### src/rtl/econet_tx_sequencer.sv
// ---------------------------------------------------------------------------
// econet_tx_sequencer
//   Sequences one four-way transmit handshake (scout -> ack -> data -> ack)
//   on the shared serial line. Carrier sense and ack detection come from the
//   rx_deframer outputs; the transmit framer is driven with start pulses and
//   the outcome is reported to the host side as a done or fail pulse.
//
//   Optional feature macro: ECONET_BCAST_EN
//     defined   : a request with xfer_bcast=1 sends a single scout-format
//                 frame and completes on its tx_done (no ack wait, no retry).
//     undefined : xfer_bcast is ignored; every request is a four-way handshake.
//
// Ports
//   netclk      in   line bit clock
//   reset       in   asynchronous, active-high
//   xfer_req    in   level request, sampled only in IDLE
//   xfer_bcast  in   broadcast flag, sampled with xfer_req
//   line_idle   in   rx_deframer idle
//   rx_complete in   rx_deframer frame_complete (rising edge = frame event)
//   rx_valid    in   rx_deframer frame_valid (qualifies a frame event)
//   rx_abort    in   rx_deframer frame_abort (rising edge = abort event)
//   tx_done     in   framer pulse: closing flag of current frame sent
//   tx_start    out  one-cycle pulse: framer begins a frame
//   tx_sel      out  frame select with tx_start: 0 = scout, 1 = data
//   busy        out  high in every state except IDLE
//   xfer_done   out  one-cycle pulse: handshake completed
//   xfer_fail   out  one-cycle pulse: handshake failed
//   fail_code   out  01 scout unacked, 10 data unacked; held until next request
// ---------------------------------------------------------------------------
module econet_tx_sequencer #(
    parameter int LINE_IDLE_CYC = 16,
    parameter int ACK_TIMEOUT   = 2048,
    parameter int MAX_RETRY     = 3,
    parameter int CNT_W         = 12
) (
    input  logic       netclk,
    input  logic       reset,
    input  logic       xfer_req,
    input  logic       xfer_bcast,
    input  logic       line_idle,
    input  logic       rx_complete,
    input  logic       rx_valid,
    input  logic       rx_abort,
    input  logic       tx_done,
    output logic       tx_start,
    output logic       tx_sel,
    output logic       busy,
    output logic       xfer_done,
    output logic       xfer_fail,
    output logic [1:0] fail_code
);

    localparam int RTY_W = (MAX_RETRY < 2) ? 1 : $clog2(MAX_RETRY + 1);

    localparam logic [CNT_W-1:0] IDLE_MAX = CNT_W'(LINE_IDLE_CYC);
    localparam logic [CNT_W-1:0] TMO_LAST = CNT_W'(ACK_TIMEOUT - 1);
    localparam logic [RTY_W-1:0] RTY_MAX  = RTY_W'(MAX_RETRY);

    typedef enum logic [2:0] {
        S_IDLE,
        S_WAIT_LINE,
        S_SCOUT,
        S_ACK1,
        S_DATA,
        S_ACK2
    } state_t;

    state_t           state;
    state_t           state_nxt;
    logic [CNT_W-1:0] idle_cnt;
    logic [CNT_W-1:0] timer;
    logic [RTY_W-1:0] retry_cnt;
    logic             complete_d;
    logic             abort_d;

    logic             frame_ev;
    logic             abort_ev;
    logic             ack;
    logic             nak;
    logic             line_ready;
    logic             timeout;
    logic             retry_ok;
    logic             in_ack;
    logic             bcast_mode;

    logic             accept;
    logic             retry_inc;
    logic [1:0]       fail_set;

    // Event decode: an abort in the same cycle as a valid frame spoils the ack.
    assign frame_ev   = rx_complete & ~complete_d;
    assign abort_ev   = rx_abort & ~abort_d;
    assign ack        = frame_ev & rx_valid & ~abort_ev;
    assign nak        = (frame_ev & ~rx_valid) | abort_ev;
    assign line_ready = (idle_cnt == IDLE_MAX);
    assign timeout    = (timer == TMO_LAST);
    assign retry_ok   = (retry_cnt < RTY_MAX);
    assign in_ack     = (state == S_ACK1) || (state == S_ACK2);

`ifdef ECONET_BCAST_EN
    logic bcast_q;

    always_ff @(posedge netclk or posedge reset) begin
        if (reset) begin
            bcast_q <= 1'b0;
        end else if (accept) begin
            bcast_q <= xfer_bcast;
        end
    end

    assign bcast_mode = bcast_q;
`else
    logic unused_bcast;

    assign unused_bcast = xfer_bcast;
    assign bcast_mode   = 1'b0;
`endif

    // State register
    always_ff @(posedge netclk or posedge reset) begin
        if (reset) begin
            state <= S_IDLE;
        end else begin
            state <= state_nxt;
        end
    end

    // Next-state logic. In the ack states an ack is tested first, so an
    // event arriving in the timeout cycle takes precedence over the timeout.
    always_comb begin
        state_nxt = state;
        case (state)
            S_IDLE:      if (xfer_req)   state_nxt = S_WAIT_LINE;
            S_WAIT_LINE: if (line_ready) state_nxt = S_SCOUT;
            S_SCOUT:     if (tx_done)    state_nxt = bcast_mode ? S_IDLE : S_ACK1;
            S_ACK1: begin
                if (ack) begin
                    state_nxt = S_DATA;
                end else if (nak || timeout) begin
                    state_nxt = retry_ok ? S_WAIT_LINE : S_IDLE;
                end
            end
            S_DATA:      if (tx_done)    state_nxt = S_ACK2;
            S_ACK2:      if (ack || nak || timeout) state_nxt = S_IDLE;
            default:     state_nxt = S_IDLE;
        endcase
    end

    // Output logic (Mealy: pulses coincide with the transition cycle)
    always_comb begin
        tx_start  = 1'b0;
        tx_sel    = 1'b0;
        busy      = (state != S_IDLE);
        xfer_done = 1'b0;
        xfer_fail = 1'b0;
        fail_set  = 2'b00;
        retry_inc = 1'b0;
        accept    = 1'b0;
        case (state)
            S_IDLE: accept = xfer_req;
            S_WAIT_LINE: begin
                if (line_ready) begin
                    tx_start = 1'b1;
                    tx_sel   = 1'b0;
                end
            end
            S_SCOUT: begin
                if (tx_done && bcast_mode) begin
                    xfer_done = 1'b1;
                end
            end
            S_ACK1: begin
                if (ack) begin
                    tx_start = 1'b1;
                    tx_sel   = 1'b1;
                end else if (nak || timeout) begin
                    if (retry_ok) begin
                        retry_inc = 1'b1;
                    end else begin
                        xfer_fail = 1'b1;
                        fail_set  = 2'b01;
                    end
                end
            end
            S_ACK2: begin
                if (ack) begin
                    xfer_done = 1'b1;
                end else if (nak || timeout) begin
                    xfer_fail = 1'b1;
                    fail_set  = 2'b10;
                end
            end
            default: ;
        endcase
    end

    // Counters, edge-detect history and held status
    always_ff @(posedge netclk or posedge reset) begin
        if (reset) begin
            idle_cnt   <= '0;
            timer      <= '0;
            retry_cnt  <= '0;
            complete_d <= 1'b0;
            abort_d    <= 1'b0;
            fail_code  <= 2'b00;
        end else begin
            complete_d <= rx_complete;
            abort_d    <= rx_abort;

            if (!line_idle) begin
                idle_cnt <= '0;
            end else if (idle_cnt != IDLE_MAX) begin
                idle_cnt <= idle_cnt + CNT_W'(1);
            end

            // Timer counts only while staying in an ack state; leaving on
            // timeout at TMO_LAST means it never wraps.
            if (in_ack && (state_nxt == state)) begin
                timer <= timer + CNT_W'(1);
            end else begin
                timer <= '0;
            end

            if (accept) begin
                retry_cnt <= '0;
            end else if (retry_inc) begin
                retry_cnt <= retry_cnt + RTY_W'(1);
            end

            if (accept) begin
                fail_code <= 2'b00;
            end else if (xfer_fail) begin
                fail_code <= fail_set;
            end
        end
    end

endmodule

### config.mk
export PLATFORM = sky130hd
export DESIGN_NAME = econet_tx_sequencer
export DESIGN_NICKNAME = d
export VERILOG_FILES = /design/src/rtl/econet_tx_sequencer.sv
export SDC_FILE = /design/constraint.sdc
export NUM_CORES = 1
export LEC_CHECK = 0
export ABC_AREA = 1
export CORE_ASPECT_RATIO = 1.2
export CORE_MARGIN = 3
export CORE_UTILIZATION = 51
export CTS_CLUSTER_SIZE = 40
export DETAILED_ROUTE_END_ITERATION = 10
export PLACE_DENSITY_LB_ADDON = 0.3
export SLEW_MARGIN = 10
export SYNTH_ARGS = -nofsm -noshare
export SYNTH_HDL_FRONTEND = slang
export SYNTH_SLANG_ARGS = --single-unit
### constraint.sdc
create_clock -name netclk -period 1.8 [get_ports netclk]
set_clock_uncertainty 0.2 [all_clocks]
set_input_delay 0.36 -clock netclk [delete_from_list [all_inputs] [get_ports netclk]]
set_output_delay 0.36 -clock netclk [all_outputs]
set_load 0.03 [all_outputs]
Word-level counts from Yosys, hierarchy flattened --
Index checks and enable logic that the tools add are counted.
Word-level totals: word-level logic and storage cells 78, bits of input ports 9, flip-flop bits (word level) 33
Operators by class: bitwise operators 10, reduce and logical (&&, ||, !) cells 9, multiplexer cells 38, $lt $le $gt $ge 1, add/subtract/negate cells 3, eq/ne operators 10
Operator list (count):
- 2-to-1 mux 12 bit | 3
- adder 12 x 1 -> 12 bit (second input constant) | 2
- 2-to-1 mux 3 bit | 7
- 2-to-1 mux 1 bit | 18
- one-hot mux 3 bit (6 select lines) | 1
- == test 12 x 11 -> 1 bit (second input constant) | 1
- == test 12 x 5 -> 1 bit (second input constant) | 1
- 2-to-1 mux 2 bit | 6
- != test 12 x 5 -> 1 bit (second input constant) | 1
- == test 3 x 2 -> 1 bit (second input constant) | 2
- == test 3 bit (second input constant) | 2
- AND 1 bit | 5
- logical OR 1 bit | 4
- inverter 1 bit | 4
- one-hot mux 1 bit (2 select lines) | 2
- one-hot mux 2 bit (2 select lines) | 1
- nonzero test 2 bit | 2
- == test 3 x 1 -> 1 bit (second input constant) | 1
- == test 3 bit | 1
- zero test 3 bit | 1
- nonzero test 3 bit | 1
- adder 2 x 1 -> 2 bit (second input constant) | 1
- < comparator 2 bit (second input constant) | 1
- != test 2 x 1 -> 1 bit (second input constant) | 1
- other kinds (2) | 2

Longest topological paths before layout --
Gate-level depths: netlist (run 1).
word-level depth 11, gate-level depth with buffers 12, depth with buffers taken out 11

Least setup slack after synthesis (run 1) --
Ideal clock, no wire load.
path kind register to output, start register state[2], end output port tx_start, arrival 1.548 ns, buffers on the path 0, cell stages (with the launch flop) 8, path slack -0.308 ns, cells stage by stage dfrtp_1 > inv_1 > nand2_1 > nor2_4 > inv_2 > nor2_1 > inv_1 > nand2_1
On the way: word-level cells in the longest chain between the ends 2
Ends and longest elaborated chain:
- from (decl) | line 68 | state_t state;
- from (signal assigned) | line 124 | state <= state_nxt;
- == test 3 x 2 -> 1 bit / == test 3 x 1 -> 1 bit (equally long branches) | line 159 | case (state)
- one-hot mux 1 bit (2 select lines) * | line 159
- to (decl) | line 45 | output logic tx_start,
Every way passes the cells marked *; elsewhere a longest branch is shown, timed or not.

Worst setup path after layout (run 1) --
start register idle_cnt[1], end register timer[10]
On the way: word-level cells in the longest chain between the ends 6
Ends and longest elaborated chain:
- from (decl) | line 70 | logic [CNT_W-1:0] idle_cnt;
- from (signal assigned) | line 213 | idle_cnt <= idle_cnt + CNT_W'(1);
- == test 12 x 5 -> 1 bit | line 95 | assign line_ready = (idle_cnt == IDLE_MAX);
- 2-to-1 mux 3 bit | line 134 | S_WAIT_LINE: if (line_ready) state_nxt = S_SCOUT;
- one-hot mux 3 bit (6 select lines) | line 132 | case (state)
- via state_nxt[0] | line 69 | state_t state_nxt;
- == test 3 bit | line 218 | if (in_ack && (state_nxt == state)) begin
- logical AND 1 bit | line 218
- 2-to-1 mux 12 bit | line 218
- to (signal assigned) | line 219 | timer <= timer + CNT_W'(1);
- to (decl) | line 71 | logic [CNT_W-1:0] timer;
The timed path passes the listed nets, and every way through them passes these cells. A chain may end at the register's enable or synchronous reset.

==> results of run 1 <==
## cell families after synthesis
family	Yosys count	share of synthesized area, %
AO/OA/AOI/OAI	18	5.07
AND/OR/NAND/NOR	127	35.0
flip-flops	33	44.6
adder cells (fa/ha/maj)	4	2.70
XOR/XNOR	10	4.73
buffers and inverters	37	7.91
## power by group through the flow
stage | clock network (mW) | logic [mW] | registers, mW
finish | 0.573 | 0.208 | 0.761
global route | 0.607 | 0.225 | 0.761
CTS | 0.561 | 0.163 | 0.758
detailed placement | 0 | 0.131 | 0.770
global placement | 0 | 0.130 | 0.770
floorplan | 0 | 0.0697 | 0.770
## synth_stat cells, drive strengths merged
cell type / n
nand2: 52
nor2: 43
inv: 35
dfrtp: 33
nand3: 21
a21oi: 8
o21ai: 8
xor2: 8
nor3: 6
ha: 4
nand4: 2
nor4: 2
xnor2: 2
a31oi: 1
buf: 1
clkbuf: 1
o21a: 1
or2: 1
## routing by layer
metal,global-route usage [%],share of wire (%)
met5,0,0
met4,15.2,7.2
met3,5.52,3.9
met2,44.7,54
met1,26.4,35
## state kept, by name, summed over array words and instances (netlist names)
name        cells
idle_cnt       12
timer          12
state           3
fail_code       2
retry_cnt       2
abort_d         1
complete_d      1
## final timing paths
path                       depth (start not counted)      endpoint  slack, ns         start
setup reg to reg                                  14     timer[10]      -0.42   idle_cnt[1]
hold reg to reg                                    2  retry_cnt[1]       0.32  retry_cnt[1]
setup / recovery                                  14     timer[10]      -0.42   idle_cnt[1]
hold / removal                                     1       abort_d       0.12      rx_abort
min in group asynchronous                          3   idle_cnt[8]       0.22         reset
max in group asynchronous                          3      state[1]       0.99         reset
## what timing repair did
action | in CTS | in global routing
pin swaps | 17 | 21
gates resized for setup | 35 | 42
gates cloned | 1 | 0
setup endpoints to repair | 20 | 25
setup buffers | 19 | 6
## cells in the final DEF, fill, tap and decap left out, types with 2 or more instances in the layout
cell and n:
sky130_fd_sc_hd__clkbuf_8 6, sky130_fd_sc_hd__dlygate4sd2_1 5, sky130_fd_sc_hd__nand2_1 39, sky130_fd_sc_hd__nor2_1 20
sky130_fd_sc_hd__buf_12 2, sky130_fd_sc_hd__nor3_4 2, sky130_fd_sc_hd__nand2_4 4, sky130_fd_sc_hd__o21ai_0 3
sky130_fd_sc_hd__o21ai_2 3, sky130_fd_sc_hd__ha_4 2, sky130_fd_sc_hd__inv_1 28, sky130_fd_sc_hd__o21ai_1 2
sky130_fd_sc_hd__nor3_1 3, sky130_fd_sc_hd__nor2_4 14, sky130_fd_sc_hd__clkdlybuf4s50_1 4, sky130_fd_sc_hd__dfrtp_1 32
sky130_fd_sc_hd__nand3_1 11, sky130_fd_sc_hd__buf_4 50, sky130_fd_sc_hd__xor2_1 8, sky130_fd_sc_hd__nand3_4 6
sky130_fd_sc_hd__nand4_1 2, sky130_fd_sc_hd__buf_6 13, sky130_fd_sc_hd__nand2_2 9, sky130_fd_sc_hd__xnor2_1 2
sky130_fd_sc_hd__nand3_2 4, sky130_fd_sc_hd__nor2_2 9, sky130_fd_sc_hd__a21oi_1 8, sky130_fd_sc_hd__inv_2 7
## through the flow
stage	cells	area [sq um]	worst slack (ns)	power [mW]	hold WS, ns
2_1_floorplan	229	1870	-0.0277	0.840	0.191
3_5_place_dp	321	2380	-0.480	0.901	0.315
5_1_grt	346	2890	-0.504	1.59	0.123
4_1_cts	348	2740	-0.354	1.48	0.120
6_report	346	2890	-0.418	1.54	0.121
3_3_place_gp	321	2380	-0.443	0.899	0.309
## worst reg2reg max path, cell delays in order, from the launching register on
cell,delay (ns)
sky130_fd_sc_hd__dfrtp_1,0.43
sky130_fd_sc_hd__inv_2,0.11
sky130_fd_sc_hd__ha_4,0.17
sky130_fd_sc_hd__buf_6,0.10
sky130_fd_sc_hd__buf_6,0.09
sky130_fd_sc_hd__nand2_4,0.05
sky130_fd_sc_hd__nor2_4,0.14
sky130_fd_sc_hd__nand3_2,0.13
sky130_fd_sc_hd__nand2_1,0.11
sky130_fd_sc_hd__nand2_1,0.06
sky130_fd_sc_hd__nor2_2,0.09
sky130_fd_sc_hd__nand3_2,0.12
sky130_fd_sc_hd__nand3_4,0.13
sky130_fd_sc_hd__buf_12,0.15
sky130_fd_sc_hd__nor2_2,0.04
## final cells by class
| class | count | area [sq um] | area share [%] |
|---|---|---|---|
| well taps | 37 | 46.3 | 1.60 |
| repair buffers | 75 | 673 | 23.3 |
| flip-flops and latches | 33 | 827 | 28.6 |
| clock buffers | 7 | 86.3 | 2.99 |
| inverters | 35 | 131 | 4.55 |
| multi-input cells | 159 | 1130 | 39.0 |
==> summary by stage, run 1 <==
Die
The count of pins on the block boundary is 16. In this run the core area contains 23 standard-cell rows. The overall die height is 72.0 um. The area of the die is 4390 sq um. The floorplan step defined a core boundary enclosing 3420 sq um. The initial utilization of the core area, before any placement, comes to 54.1%. The x dimension of the die is 61.0 um.

Timing
Setup violations remaining at the end of the flow were counted as 22. The period utilization is 123%. Setup repair after global routing could not meet its margin everywhere. The number of max-slew violations in the final report is 0. Counting I/O delays and the setup requirement, the final critical path takes 2.22 ns. Setup total negative slack on the finished layout was measured at -6.33 ns. Based on the critical path, the design can be clocked at up to 451 MHz. In this run the tightest slew margin relative to its limit is 70.9%. The final hold violation count is 0. After layout, the worst setup slack is -0.418 ns. For the pin with the worst max-slew slack, the measured transition is 0.435 ns.

Synth
The cell count after synthesis is 229. The biggest area contributor in the post-synthesis netlist is sky130_fd_sc_hd__dfrtp_1. In this run the cell area of the synthesized design comes to 1850 sq um. The sequential area share after synthesis is 44.6%. During synthesis, Yosys emitted a total of 0 warnings. In this run the biggest area consumer among cell types represents 44.6% of the synthesized area.

The count of cell types in the netlist is 27. A synthesized cell averages 8.09 sq um. By area the synthesized netlist is led by sky130_fd_sc_hd__dfrtp_1, sky130_fd_sc_hd__nand2_1, sky130_fd_sc_hd__inv_1, sky130_fd_sc_hd__nor2_1, sky130_fd_sc_hd__nand3_1. The number of nets in the synthesized netlist is 242. The synthesized flop and latch total is 33.

Layout
The area added between synthesis and finish is 56.1%. The end-of-flow core utilization is 84.4%. The count of antenna diodes in the layout is 0. The filler cell count in the final layout is 177. The share of final-layout standard cells stronger than drive strength 1 is 44.7%. The net count of the finished layout is 322.

Setup path
The slowest stage of the critical path is the sky130_fd_sc_hd__dfrtp_1 cell. Traced cell by cell, the critical path runs through inv_2, ha_4, buf_6, buf_6, nand2_4, nor2_4, nand3_2, nand2_1, nand2_1, nor2_2, nand3_2, nand3_4, buf_12, nor2_2. The stage delay of the slowest cell on the critical path is 0.43 ns. The critical path arrival is 2.19 ns.

The maximum fanout encountered on the critical timing path is 6. The element type at the critical path end is a register. The critical path launch point type is a register. The cell family with the largest share of critical-path delay is simple AND/OR/NAND/NOR gates. The total buffers and inverters traversed by the critical path is 4.

The required time of the critical path is 1.77 ns. The critical path is of the register to register type.

Pwr
Per report_power, the combinational group accounts for 13.5% of the total. The worst-case IR drop observed on VDD is 0.457 mV. For this design the ratio of total power to cell area is 534 nW/um^2. Net switching is 25.8% of the power. The clock network fraction of design power is 37.1%. In this run the power spent charging and discharging nets is 398 uW. The cell internal power dissipation is 1.14 mW. The sequential share of power is 49.3%. The leakage power figure is 1.36 nW.

Drt
The detailed-route wire length is 5920 um. The remaining design rule violation count is 0. Dividing the detail-routed via count by the number of cells gives 5.49. In this run the remaining antenna-violating nets after routing total 0. The via total after detailed routing is 1,898. The number of iterations in the first detailed-routing pass is 5. The number of DRC violations after detailed-routing iteration 0 is 105. The routed length per instance is 17.1 um.

Clock network
The count of hold buffers inserted by post-cts repair is 0. No sink is reached through more buffers than the 2 on the longest clock path. The tree is rooted in a sky130_fd_sc_hd__clkbuf_8. The clock latency of the later-clocked register in the worst-skew pair is 0.29 ns. Buffers inserted during clock tree synthesis total 5.

The H-tree was split into 2 levels. TritonCTS built the clock tree. The clock-pin transition on the worst setup and hold timing paths is 0.07 ns.

The number of clock sinks is 33.

Placed design
The total half-perimeter wirelength after legalization and detailed placement is 2720 um. The congestion estimate from routability-driven global placement came to 0.852. Input and output buffers added on the ports amount to 14.

Run
The tool flagged a number of max-cap violations equal to 0.

Global route
The total routing resource utilization after global routing is 25.3%. The maximum number of pins on one net before global-route repair is 34. The via count of the first global-routing pass was 1,858. The first-pass GRT wire length is 8180 um. The number of antenna violations at the first check in global routing is 0. For this run the aggregate overflow at the end of global routing stands at 0.

Status
The final reports fail on setup timing. The flow ran to the end, but the final reports show violations.

Min path
The path class of the tightest hold or removal check is input pin to register.
Note: power is estimated with default switching activity, not from simulation.
==> inputs of run 2 (changes only) <==
Settings changed: SKIP_CTS_REPAIR_TIMING set to 1.
==> summary by stage, run 2 (synthesized netlist as in run 1, its figures left out) <==
Global route
The maximum number of pins on one net before global-route repair is 34. For this run the aggregate overflow at the end of global routing stands at 0. The number of antenna violations at the first check in global routing was 0. The first-pass GRT wire length is 6290 um. The total routing resource utilization after global routing is 18.6%. The via count of the first global-routing pass is 1,569.

Pwr
The maximum vdd drop is 0.498 mV. In this run, the clock network consumes 37.0% of the power. Power spread over the standard cell area amounts to 539 nW/um^2.

The combinational group share of total power is 11.9%. The net switching power is 357 uW. The cell internal power dissipation is 1.13 mW. The leakage power figure is 1.35 nW. The sequential share of power is 51.2%. The switching power share of the total is 23.9%.

Die
After floorplanning, the core was divided into 23 placement rows. The core area is 3420 sq um. The count of pins on the block boundary is 16. The die is 72.0 um tall. From left edge to right edge, the die measures 61.0 um.

The effective utilization at floorplan is 54.1%. The area of the die is 4390 sq um.

Timing
The number of max-slew violations in the final report is 0. The final hold violation count is 0. The minimum setup slack in the final design is -0.389 ns. In this run the tightest slew margin relative to its limit is 77.6%. The period utilization is 122%. The final-report setup violation count is 17. Setup repair after global routing could not meet its margin everywhere. The achievable clock frequency is 457 MHz.

The minimum clock period is 2.19 ns. Across all hold checks on the routed design, the worst slack comes to 0.0320 ns. The transition time at the pin with the least slew margin is 0.332 ns.

Layout
After the last flow step, the layout net total stands at 313. The share of final-layout standard cells stronger than drive strength 1 is 40.7%. The area added between synthesis and finish is 49.3%.

The number of non-filler instances in the completed layout is 337. The repair_antennas step left the layout with diodes totalling 0. The most common cell after layout, fill and taps aside is sky130_fd_sc_hd__buf_4.

Leaving out fill and tap cells, the most frequent cells in the layout are sky130_fd_sc_hd__buf_4, sky130_fd_sc_hd__nand2_1, sky130_fd_sc_hd__dfrtp_1, sky130_fd_sc_hd__inv_1, sky130_fd_sc_hd__nor2_1. The largest registers in the layout are idle_cnt (12), timer (12), state (3).

Min path
The worst hold path belongs to the class input pin to register.

Setup path
At the worst endpoint, the required time is 1.24 ns. The startpoint-to-endpoint class of the critical path is register to output pin. The maximum fanout encountered on the critical timing path is 2. STA puts the critical path data arrival time at 1.63 ns. The critical path launch point type is a register.

The element type at the critical path end is an output pin.

Placed design
The number of placed instances, taps included, is 321. The wire-length estimate of the detail-placed layout is 2720 um. The number of buffers inserted by port buffering is 14. The worst setup slack after placement is -0.480 ns. Routability-driven placement finished with a final weighted congestion of 0.852.

Clock network
The number of buffers added by the clock tree synthesis step is 5. The clock latency of the later-clocked register in the worst-skew pair is 0.28 ns. TritonCTS built the clock tree. The number of clock sinks is 33. The maximum level of the CTS H-tree is 2. After clock tree synthesis, the clock-pin slew on the worst setup and hold paths is 0.07 ns. The root buffer cell chosen for the clock tree is sky130_fd_sc_hd__clkbuf_8. The clock passes through at most 2 buffers.

Drt
Dividing the detail-routed via count by the number of cells gives 5.20. Dividing the detail-routed wire length by the instance count gives 14.9 um. The remaining design rule violation count is 0. The detail route stage leaves a number of antenna-violating nets equal to 0. The via total after detailed routing is 1,753. The number of DRC violations after detailed-routing iteration 0 is 102.

The number of iterations in the first detailed-routing pass is 4. After detailed routing, the total wire length is 5040 um.

Status
The flow ran to the end, but the final reports show violations. The checks that failed: setup timing.

Run
The tool flagged a number of max-cap violations equal to 0.
==> run 2: per-stage QoR <==
stage	total power, mW	util (%)	instance area (sq um)	setup TNS, ns
2_1_floorplan	0.840	-	1870	-0.0468
3_3_place_gp	0.899	69.4	2380	-6.46
3_5_place_dp	0.901	69.4	2380	-7.30
4_1_cts	1.45	71.9	2460	-3.96
5_1_grt	1.56	80.7	2760	-5.31
6_report	1.49	80.7	2760	-3.95
==> run 2: critical path: stages (launching register included) <==
cell	delay [ns]
sky130_fd_sc_hd__dfrtp_1	0.42
sky130_fd_sc_hd__inv_2	0.10
sky130_fd_sc_hd__ha_4	0.15
sky130_fd_sc_hd__nand3_2	0.12
sky130_fd_sc_hd__nor4_4	0.20
sky130_fd_sc_hd__nand2_1	0.16
sky130_fd_sc_hd__nand2_2	0.09
sky130_fd_sc_hd__buf_6	0.12
==> run 2: worst paths after layout <==
path                           endpoint  cells after the start    startpoint  slack, ns
max                            tx_start                      7   idle_cnt[1]      -0.39
min                             abort_d                      1      rx_abort       0.03
max reg2reg                    timer[3]                     13   idle_cnt[1]      -0.27
min reg2reg                retry_cnt[1]                      2  retry_cnt[1]       0.32
max in group asynchronous      timer[8]                      3         reset       0.99
min in group asynchronous     timer[11]                      3         reset       0.23
==> run 2: per-layer routing <==
layer | vias up | GRT usage [%] | part of all wire, % | routed length [um]
li1 | 861 | - | - | -
met1 | 846 | 21.0 | 39 | 1960
met2 | 36 | 33.5 | 56 | 2810
met3 | 10 | 4.45 | 3.2 | 160
met4 | 0 | 6.27 | 2.0 | 102
met5 | - | 0 | 0 | 0
==> run 2: final cells by class <==
class,instances,area (sq um)
multi-input combinational,159,1070
inverter,35,131
tap,37,46.3
clock buffer,7,86.3
sequential,33,826
fill,202,661
timing repair buffer,66,603
==> run 2: power groups by stage <==
| stage | registers, mW | logic [mW] | clock network [mW] |
|---|---|---|---|
| 2_1_floorplan | 0.770 | 0.0697 | 0 |
| 3_3_place_gp | 0.770 | 0.130 | 0 |
| 3_5_place_dp | 0.770 | 0.131 | 0 |
| 4_1_cts | 0.757 | 0.131 | 0.561 |
| 5_1_grt | 0.762 | 0.192 | 0.607 |
| 6_report | 0.762 | 0.177 | 0.550 |
==> inputs of run 3 (changes only) <==
Settings changed: SLEW_MARGIN 10 to 20, TNS_END_PERCENT set to 5.
==> summary by stage, run 3 (synthesized netlist as in run 1, its figures left out) <==
Status
The run finished, with violations left. The final reports fail on setup timing.

Placed design
The instance count after placement with tap cells included is 321. Detailed placement finished with a half-perimeter wire length of 2720 um. Timing analysis after detailed placement gives a worst setup slack of -0.480 ns.

The count of buffers added on input and output ports is 14. The routability congestion estimate from global placement is 0.852.

Die
The effective utilization at floorplan is 54.1%. The x dimension of the die is 61.0 um. During I/O placement, the number of pins put on the boundary was 16. The number of cell rows is 23. The overall die height is 72.0 um. The core area is 3420 sq um. The floorplan step defined a die boundary enclosing 4390 sq um.

Drt
The via count normalized by instance count is 4.99. The number of DRC violations after detailed-routing iteration 0 is 77. After detailed routing, the number of remaining DRC violations is 0. After detailed routing, the average wire length per cell comes to 12.3 um. The pre-antenna-repair detailed-routing pass consisted of 4 iterations. The detail route stage leaves a number of antenna-violating nets equal to 0. The via total after detailed routing is 1,657. The detailed-route wire length is 4080 um.

Timing
The minimum clock period is 2.10 ns. In the post-route analysis, the smallest setup slack over all paths is -0.296 ns. The final critical path takes up 116% of the cycle. Setup violations remaining at the end of the flow were counted as 16. Measured against its own limit, the worst slew margin works out to 77.3%.

Setup repair after global routing could not meet its margin everywhere. The transition time at the pin with the least slew margin is 0.340 ns. The achievable clock frequency is 477 MHz. The number of max-slew violations in the final report was 0.

The worst hold margin is 0.0179 ns. The final hold violation count was 0.

Global route
Entering global routing, the biggest net connects 34 pins. The via count of the first global-routing pass is 1,569. The number of antenna violations at the first check in global routing is 0. In the global route stage, overall resource usage came out at 18.6%. The first global-routing pass estimated 6290 um of wire. The total grt overflow is 0.

Pwr
For this design the static power due to leakage is 1.30 nW. The completed layout was analyzed and its total power is 1.47 mW. The sequential share of power is 51.7%. In this run switching power makes up 23.4% of total power. The net switching power is 344 uW. The worst-case IR drop observed on VDD is 0.435 mV. Combinational logic burns 10.7% of the power. The power density over cell area is 556 nW/um^2.

The clock network fraction of design power is 37.6%. Internal power comes to 1.12 mW.

Setup path
The startpoint-to-endpoint class of the critical path is register to output pin. By instance count, the cell type seen most on the critical path is sky130_fd_sc_hd__nand2_4. Traced cell by cell, the critical path runs through ha_4, nand2_4, nor2_4, nand3_4, nand2_4, nand4_1, nand2_2, buf_6. In this run the worst path has a maximum fanout of 4.

Data on the critical path is required at its endpoint by 1.24 ns. The critical-path cell with the highest stage delay is sky130_fd_sc_hd__dfrtp_1. The stage delay of the slowest cell on the critical path is 0.39 ns. The total buffers and inverters traversed by the critical path is 1. The critical path arrival is 1.54 ns. The element type at the critical path end is an output pin. The cell family with the largest share of critical-path delay is simple AND/OR/NAND/NOR gates.

The critical path launch point type is a register.

Clock network
The clock latency of the later-clocked register in the worst-skew pair is 0.28 ns. The number of buffers added by the clock tree synthesis step is 5. The maximum clock insertion buffer count is 2. The cell sitting at the root of the clock tree is a sky130_fd_sc_hd__clkbuf_8. The clock tree synthesis step divided the H-tree into 2 levels. After clock tree synthesis, the clock-pin slew on the worst setup and hold paths is 0.07 ns. The number of clock sinks is 33. The clock tree from TritonCTS is done.

Run
The tool flagged a number of max-cap violations equal to 0.

Layout
In the final design database the tool counted 308 nets. The count of antenna diodes in the layout is 0. In the layout the commonest cells are sky130_fd_sc_hd__buf_4, sky130_fd_sc_hd__nand2_1, sky130_fd_sc_hd__dfrtp_1, sky130_fd_sc_hd__inv_1, sky130_fd_sc_hd__nor2_1. The area added between synthesis and finish is 42.5%. Leaving out fill and tap cells, the most frequent cell in the layout is sky130_fd_sc_hd__buf_4. The number of non-filler instances in the completed layout is 332. The share of final-layout standard cells stronger than drive strength 1 is 38.0%. The largest registers in the layout are idle_cnt (12), timer (12), state (3).

Min path
The kind of path behind the tightest hold check is input pin to register.
-- run 3: cell count changes in the layout (fill, tap and decap cells not counted), sizes merged --
cell,change
dlymetal6s2s,-1
clkbuf,-1
clkdlybuf4s50,+1
buf,-4
-- run 3: power by group through the flow --
stage / Combinational, mW / Sequential [mW] / Clock [mW]
2_1_floorplan: 0.0697 / 0.770 / 0
3_3_place_gp: 0.130 / 0.770 / 0
3_5_place_dp: 0.131 / 0.770 / 0
4_1_cts: 0.131 / 0.757 / 0.561
5_1_grt: 0.173 / 0.758 / 0.605
6_report: 0.157 / 0.758 / 0.552
-- run 3: worst paths after layout --
check                           slack, ns           end    startpoint  cells after the start
worst min-delay path                 0.02       abort_d      rx_abort                      1
max in group asynchronous            0.99      timer[6]         reset                      3
worst min register to register       0.32  retry_cnt[1]  retry_cnt[1]                      2
worst max register to register      -0.05      timer[0]   idle_cnt[0]                     13
worst max-delay path                -0.30     xfer_fail      timer[0]                      8
min in group asynchronous            0.23     timer[11]         reset                      3
-- run 3: layout make-up --
cell class,count,area [sq um]
clock buffers,7,86.3
fillers,218,786
inverters,35,131
multi-input cells,159,1020
flip-flops and latches,33,826
well taps,37,46.3
repair buffers,61,531
-- run 3: per-layer routing --
metal  track usage, %  part of all wire, %  vias to the layer above
met2             33.5                   56                       21
met4             6.27                  2.0                        0
met3             4.45                  2.2                       10
met5                0                    0                        -
met1             21.0                   40                      774
li1                 -                    -                      852
-- run 3: through the flow --
step,area (sq um),TNS [ns],util [%]
2_1_floorplan,1870,-0.0468,-
3_3_place_gp,2380,-6.46,69.4
3_5_place_dp,2380,-7.30,69.4
4_1_cts,2460,-3.96,71.9
5_1_grt,2640,-2.68,77.1
6_report,2640,-1.25,77.1
